`config.mk`:
```
export PLATFORM = sky130hd
export DESIGN_NAME = ctrl_fsm
export DESIGN_NICKNAME = d
export VERILOG_FILES = /design/src/rtl/ctrl_defs_pkg.sv /design/src/rtl/ctrl_fsm_alu_decoder.sv /design/src/rtl/ctrl_fsm.sv
export SDC_FILE = /design/constraint.sdc
export NUM_CORES = 1
export LEC_CHECK = 0
export ABC_CLOCK_PERIOD_IN_PS = 1700
export BUFFER_PORTS_ARGS = -buffer_cell sky130_fd_sc_hd__clkbuf_2
export CORE_AREA = 4 4 41 43
export DETAILED_ROUTE_END_ITERATION = 10
export DIE_AREA = 0 0 45 47
export PLACE_DENSITY = 0.66
export SLEW_MARGIN = 20
export SYNTH_ARGS = -nofsm -noshare
export SYNTH_HDL_FRONTEND = slang
export SYNTH_SLANG_ARGS = --single-unit
```
`constraint.sdc`:
```
create_clock -name clk -period 1.7 [get_ports clk]
set_clock_uncertainty 0.1 [all_clocks]
set_input_delay 0.255 -clock clk [delete_from_list [all_inputs] [get_ports clk]]
set_output_delay 0.255 -clock clk [all_outputs]
set_load 0.05 [all_outputs]
```
`src/rtl/ctrl_defs_pkg.sv`:
```
// Shared encodings for the multicycle controller sequencer: state
// encoding, datapath select constants, ALU op codes and cmd codes.
package ctrl_defs;

    typedef enum logic [3:0] {
        S_FETCH   = 4'd0,
        S_DECODE  = 4'd1,
        S_MEMADR  = 4'd2,
        S_MEMRD   = 4'd3,
        S_MEMWB   = 4'd4,
        S_MEMWR   = 4'd5,
        S_EXECR   = 4'd6,
        S_EXECI   = 4'd7,
        S_ALUWB   = 4'd8,
        S_BRANCH  = 4'd9,
        S_UNKNOWN = 4'd10
    } state_t;

    localparam logic [1:0] SRCB_REG  = 2'b00;
    localparam logic [1:0] SRCB_IMM  = 2'b01;
    localparam logic [1:0] SRCB_FOUR = 2'b10;

    localparam logic [1:0] RES_ALUOUT = 2'b00;
    localparam logic [1:0] RES_DATA   = 2'b01;
    localparam logic [1:0] RES_ALURES = 2'b10;

    localparam logic [1:0] ALU_ADD = 2'b00;
    localparam logic [1:0] ALU_SUB = 2'b01;
    localparam logic [1:0] ALU_AND = 2'b10;
    localparam logic [1:0] ALU_ORR = 2'b11;

    localparam logic [3:0] CMD_ADD = 4'b0100;
    localparam logic [3:0] CMD_SUB = 4'b0010;
    localparam logic [3:0] CMD_AND = 4'b0000;
    localparam logic [3:0] CMD_ORR = 4'b1100;
    localparam logic [3:0] CMD_CMP = 4'b1010;

endpackage

```
`src/rtl/ctrl_fsm_alu_decoder.sv`:
```
// alu_decoder: combinational data-processing cmd decode.
// Ports: funct[4:0] in (cmd + S); alu_control, flag_w, cmd_valid,
// is_cmp out. Macro CTRL_CMP_EN adds CMP (SUB, flags only).
module alu_decoder
    import ctrl_defs::*;
(
    input  logic [4:0] funct,
    output logic [1:0] alu_control,
    output logic [1:0] flag_w,
    output logic       cmd_valid,
    output logic       is_cmp
);

    logic [3:0] cmd;
    logic       s_bit;
    logic       arith;

    assign cmd   = funct[4:1];
    assign s_bit = funct[0];
    assign arith = (cmd == CMD_ADD) || (cmd == CMD_SUB);

    always_comb begin
        alu_control = ALU_ADD;
        cmd_valid   = 1'b0;
        is_cmp      = 1'b0;
        case (cmd)
            CMD_ADD: begin alu_control = ALU_ADD; cmd_valid = 1'b1; end
            CMD_SUB: begin alu_control = ALU_SUB; cmd_valid = 1'b1; end
            CMD_AND: begin alu_control = ALU_AND; cmd_valid = 1'b1; end
            CMD_ORR: begin alu_control = ALU_ORR; cmd_valid = 1'b1; end
`ifdef CTRL_CMP_EN
            CMD_CMP: begin
                alu_control = ALU_SUB;
                cmd_valid   = 1'b1;
                is_cmp      = 1'b1;
            end
`endif
            default: ;
        endcase
    end

    // CMP always writes both flag groups, independent of S.
    assign flag_w[1] = s_bit | is_cmp;
    assign flag_w[0] = (s_bit & arith) | is_cmp;

endmodule

```
`src/rtl/ctrl_fsm.sv`:
```
// ctrl_fsm: multicycle Moore sequencer driving datapath selects and
// unconditioned write requests. Inputs clk, reset (sync, high), Op,
// Funct, Rd; outputs IRWrite, AdrSrc, ALUSrcA/B, ResultSrc,
// ALUControl, NextPC, RegW, MemW, PCS, FlagW. Macro: CTRL_CMP_EN.
module ctrl_fsm
    import ctrl_defs::*;
(
    input  logic       clk,
    input  logic       reset,
    input  logic [1:0] Op,
    input  logic [5:0] Funct,
    input  logic [3:0] Rd,
    output logic       IRWrite,
    output logic       AdrSrc,
    output logic       ALUSrcA,
    output logic [1:0] ALUSrcB,
    output logic [1:0] ResultSrc,
    output logic [1:0] ALUControl,
    output logic       NextPC,
    output logic       RegW,
    output logic       MemW,
    output logic       PCS,
    output logic [1:0] FlagW
);

    state_t     state, state_next;
    logic [1:0] dec_alu;
    logic [1:0] dec_flag;
    logic       dec_valid;
    logic       dec_cmp;
    logic       rd_pc;

    alu_decoder u_dec (
        .funct       (Funct[4:0]),
        .alu_control (dec_alu),
        .flag_w      (dec_flag),
        .cmd_valid   (dec_valid),
        .is_cmp      (dec_cmp)
    );

    assign rd_pc = (Rd == 4'b1111);

    always_ff @(posedge clk) begin
        if (reset) state <= S_FETCH;
        else       state <= state_next;
    end

    always_comb begin
        state_next = S_FETCH;
        case (state)
            S_FETCH:  state_next = S_DECODE;
            S_DECODE: begin
                case (Op)
                    2'b01:   state_next = S_MEMADR;
                    2'b00:   state_next = Funct[5] ? S_EXECI : S_EXECR;
                    2'b10:   state_next = S_BRANCH;
                    default: state_next = S_UNKNOWN;
                endcase
            end
            S_MEMADR: state_next = Funct[0] ? S_MEMRD : S_MEMWR;
            S_MEMRD:  state_next = S_MEMWB;
            S_EXECR,
            S_EXECI:  state_next = dec_cmp ? S_FETCH : S_ALUWB;
            default:  state_next = S_FETCH;
        endcase
    end

    always_comb begin
        IRWrite    = 1'b0;
        AdrSrc     = 1'b0;
        ALUSrcA    = 1'b0;
        ALUSrcB    = SRCB_REG;
        ResultSrc  = RES_ALUOUT;
        ALUControl = ALU_ADD;
        NextPC     = 1'b0;
        RegW       = 1'b0;
        MemW       = 1'b0;
        PCS        = 1'b0;
        FlagW      = 2'b00;
        if (reset) begin
            // FETCH selects, but no write request may escape.
            ALUSrcA   = 1'b1;
            ALUSrcB   = SRCB_FOUR;
            ResultSrc = RES_ALURES;
        end else begin
            case (state)
                S_FETCH: begin
                    IRWrite   = 1'b1;
                    NextPC    = 1'b1;
                    ALUSrcA   = 1'b1;
                    ALUSrcB   = SRCB_FOUR;
                    ResultSrc = RES_ALURES;
                end
                S_DECODE: begin
                    ALUSrcA   = 1'b1;
                    ALUSrcB   = SRCB_FOUR;
                    ResultSrc = RES_ALURES;
                end
                S_MEMADR: begin
                    ALUSrcB    = SRCB_IMM;
                    ALUControl = Funct[4] ? ALU_ADD : ALU_SUB;
                end
                S_MEMRD: AdrSrc = 1'b1;
                S_MEMWB: begin
                    ResultSrc = RES_DATA;
                    RegW      = 1'b1;
                    PCS       = rd_pc;
                end
                S_MEMWR: begin
                    AdrSrc = 1'b1;
                    MemW   = 1'b1;
                end
                S_EXECR: begin
                    ALUControl = dec_alu;
                    FlagW      = dec_flag;
                end
                S_EXECI: begin
                    ALUSrcB    = SRCB_IMM;
                    ALUControl = dec_alu;
                    FlagW      = dec_flag;
                end
                // Funct is held by the IR, so the decode is still valid.
                S_ALUWB: begin
                    RegW = dec_valid;
                    PCS  = rd_pc;
                end
                S_BRANCH: begin
                    ALUSrcB   = SRCB_IMM;
                    ResultSrc = RES_ALURES;
                    PCS       = 1'b1;
                end
                default: ;
            endcase
        end
    end

endmodule

```
==> metrics.cfg <==
[sta]
setup_slack_ns = -0.257
hold_viol_final = 0
period_needed_ns = 1.96
maxSlewViolCount = 0
max_slew.worst_pin.slew_ns = 0.296
finalSetupViolCount = 11
fmaxAchievable_mhz = 511
min_period_over_period_pct = 115
rsz0062_at_grt = true
relSlewSlack_pct = 80.0
hold_slack_ns = 0.182

[routing]
drt-total-wl_um = 1870
wl_per_cell_um = 14.9
viasPerCell = 5.34
dr_total_vias = 668
dr.pass1.iters = 3
ant_nets = 0
drc = 0
drt_iter0_markers = 11

[setup_path]
reg2reg_depth = 4
end_kind = output port
crit_family = compound AO/OA/AOI/OAI gates
critPathArrivalTime_ns = 1.60
cp.buffers_inverters = 1
start_kind = flip-flop
reg2reg_setup_slack_ns = 0.41
worst-setup-path-type = flip-flop to output port
required_ns = 1.34
worst-path-max-fanout = 4
worstSetupStartpoint = state[3]
worstReg2RegEnd = state[1]
crit_chain = or3_4 > o32a_1 > o22ai_4 > clkbuf_8
r2r_start = state[3]
critical_path.slowest_cell = or3_4
max_stage_delay_ns = 0.38

[grt]
gr-usage-all-layers_pct = 18.6
grt_max_degree = 11
antenna_found_initial = 0
grt_pass1_vias = 652
grt_overflow = 0
grt_pass1_wl_um = 2860

[yosys]
ys_ff_latch = 4
ys_warn_count = 0
syn-num-nets = 74
synth.avg_cell_area_um2 = 7.38
synth_cell_types = 33
synth_area_um2 = 443
yosysSeqAreaShare_pct = 18.1
syn_inst = 60

[die]
coreArea_um2 = 1300
ios = 29
die_w_um = 45
num_rows = 13
dieArea_um2 = 2120
initial_core_util_pct = 34.0
die_h_um = 47

[clock_network]
htree_num_levels = 1
root_buffer = clkbuf_4
cts_tree = done
cts_buffers = 3
clkTransAtPathRegs_ns = 0.04
cts_hold_buf = 0
clock-sinks = 4
worstSkewPairLatency_ns = 0.26
cts.path.max_buffers = 2

[worst_hold_path]
whs_path_depth = 3
min_path_type = primary input to flip-flop
min_to = state[3]
min_from = Op[1]

[cells_and_area]
reg.largest.list = state: 4 flops
drive_gt1_share_pct = 71.8
regMostFlops = state
area_growth_pct = 161
stdcell_area_um2 = 1150
fillCellCount = 65
final_nets = 126
largest_reg_flops = 4
num_antenna_cells = 0

[power_and_ir_drop]
p_sw_mw = 0.266
p_clk_share_pct = 21.3
p_per_area_nw_per_um2 = 553
p_comb_share_pct = 60.8
intPower_mw = 0.372
switching_share_pct = 41.7
seq_power_share_pct = 17.9
peakVddDrop_mv = 0.449
leakagePower_nw = 0.444

[place]
hpwl_um = 1230
placed_area_um2 = 880
port_buffers = 28
gp_congestion = 0.797

[status]
violations = setup timing
status = finished with violations

[job]
cap_violations = 0

==> repair_timing <==
| action | CTS | global route |
|---|---|---|
| resized for setup | 29 | 31 |
| cloned | 0 | 0 |
| setup endpoints to repair | 14 | 15 |
| pin swaps | 8 | 5 |
| buffers inserted | 2 | 4 |
==> worst max-delay path by stage <==
stage | to | cells past startpoint | slack [ns]
global route | RegW | 5 | -0.32
finish | ALUControl[0] | 4 | -0.26
global placement | RegW | 5 | -0.1
detailed placement | ALUControl[1] | 5 | -0.13
CTS | RegW | 5 | -0.25
floorplan | RegW | 3 | -0.18
==> layout by cell type (no fill, tap or decap), types with 3 or more instances in the layout <==
cell and n:
buf_6 9, o21ai_0 3, clkbuf_2 13, a21oi_1 3
nor2_1 3, nor4b_4 3, buf_4 18, nand2_1 3
nand2b_1 4, clkbuf_8 5, buf_8 5, clkbuf_4 3
==> area by class of cell <==
cell class / instances / area (um2) / share of cell area, %
inverters: 2 / 7.51 / 0.650
well taps: 15 / 18.8 / 1.63
clock buffers: 3 / 22.5 / 1.95
multi-input cells: 48 / 505 / 43.8
repair buffers: 53 / 510 / 44.2
flip-flops and latches: 4 / 90.1 / 7.80
==> cells in the mapped netlist <==
| cell | number | area share [%] |
|---|---|---|
| a2111oi_0 | 1 | 2.0 |
| a2111oi_2 | 1 | 3.4 |
| a211o_1 | 1 | 2.0 |
| a211oi_1 | 1 | 1.7 |
| a21o_1 | 1 | 1.7 |
| a21oi_1 | 4 | 4.5 |
| a31oi_1 | 1 | 1.4 |
| a41oi_1 | 1 | 2.0 |
| buf_2 | 1 | 1.1 |
| buf_4 | 2 | 3.4 |
| buf_6 | 1 | 2.5 |
| clkbuf_1 | 2 | 1.7 |
| dfxtp_1 | 4 | 18 |
| inv_1 | 2 | 1.7 |
| nand2_1 | 3 | 2.5 |
| nand2b_1 | 6 | 8.5 |
| nand2b_2 | 1 | 2.0 |
| nand3_1 | 1 | 1.1 |
| nand3b_1 | 1 | 1.7 |
| nand4bb_1 | 1 | 2.5 |
| nor2_1 | 5 | 4.2 |
| nor3_1 | 1 | 1.1 |
| nor4_1 | 1 | 1.4 |
| nor4b_1 | 3 | 5.9 |
| nor4bb_1 | 1 | 2.3 |
| o21ai_0 | 4 | 4.5 |
| o22ai_1 | 1 | 1.4 |
| o32a_1 | 1 | 2.3 |
| or2_1 | 1 | 1.4 |
| or2_2 | 1 | 1.4 |
| or2b_1 | 1 | 1.7 |
| or3_1 | 2 | 2.8 |
| xnor2_1 | 2 | 4.0 |
==> worst reg2reg max path, cell delays in order, from the launching register on <==
cell and delay, ns:
dfxtp_4 0.35, or3_4 0.38, buf_6 0.13, buf_4 0.13, a21oi_1 0.13
==> cell families after synthesis <==
| family | after synthesis | synth area share [%] |
|---|---|---|
| compound gates | 17 | 26.8 |
| xor+xnor | 2 | 3.96 |
| buf+inv | 8 | 10.5 |
| flops | 4 | 18.1 |
| simple gates | 29 | 40.7 |
==> power groups by stage <==
stage	registers, mW	logic [mW]	clock network, mW
6_report	0.115	0.388	0.136
5_1_grt	0.115	0.411	0.152
4_1_cts	0.114	0.332	0.125
3_5_place_dp	0.114	0.297	0
3_3_place_gp	0.114	0.294	0
2_1_floorplan	0.114	0.203	0
==> per-layer routing <==
layer,vias to the layer above,GRT usage [%],wire (um)
met3,5,3.07,127
li1,321,-,-
met4,0,7.02,56
met1,314,20.7,711
met5,-,0,0
met2,28,35.3,969
==> per-stage QoR <==
stage               power, mW  cells  util, %  setup slack (ns)  TNS [ns]
floorplan               0.318     60        -            -0.183    -0.573
global placement        0.407    116     67.6           -0.0971    -0.330
detailed placement      0.411    116     67.6            -0.126    -0.445
CTS                     0.572    121     79.6            -0.249     -1.15
global route            0.678    125     88.8            -0.321     -2.41
finish                  0.638    125     88.8            -0.257     -1.51
No activity file was read; power rests on OpenSTA's default activity.
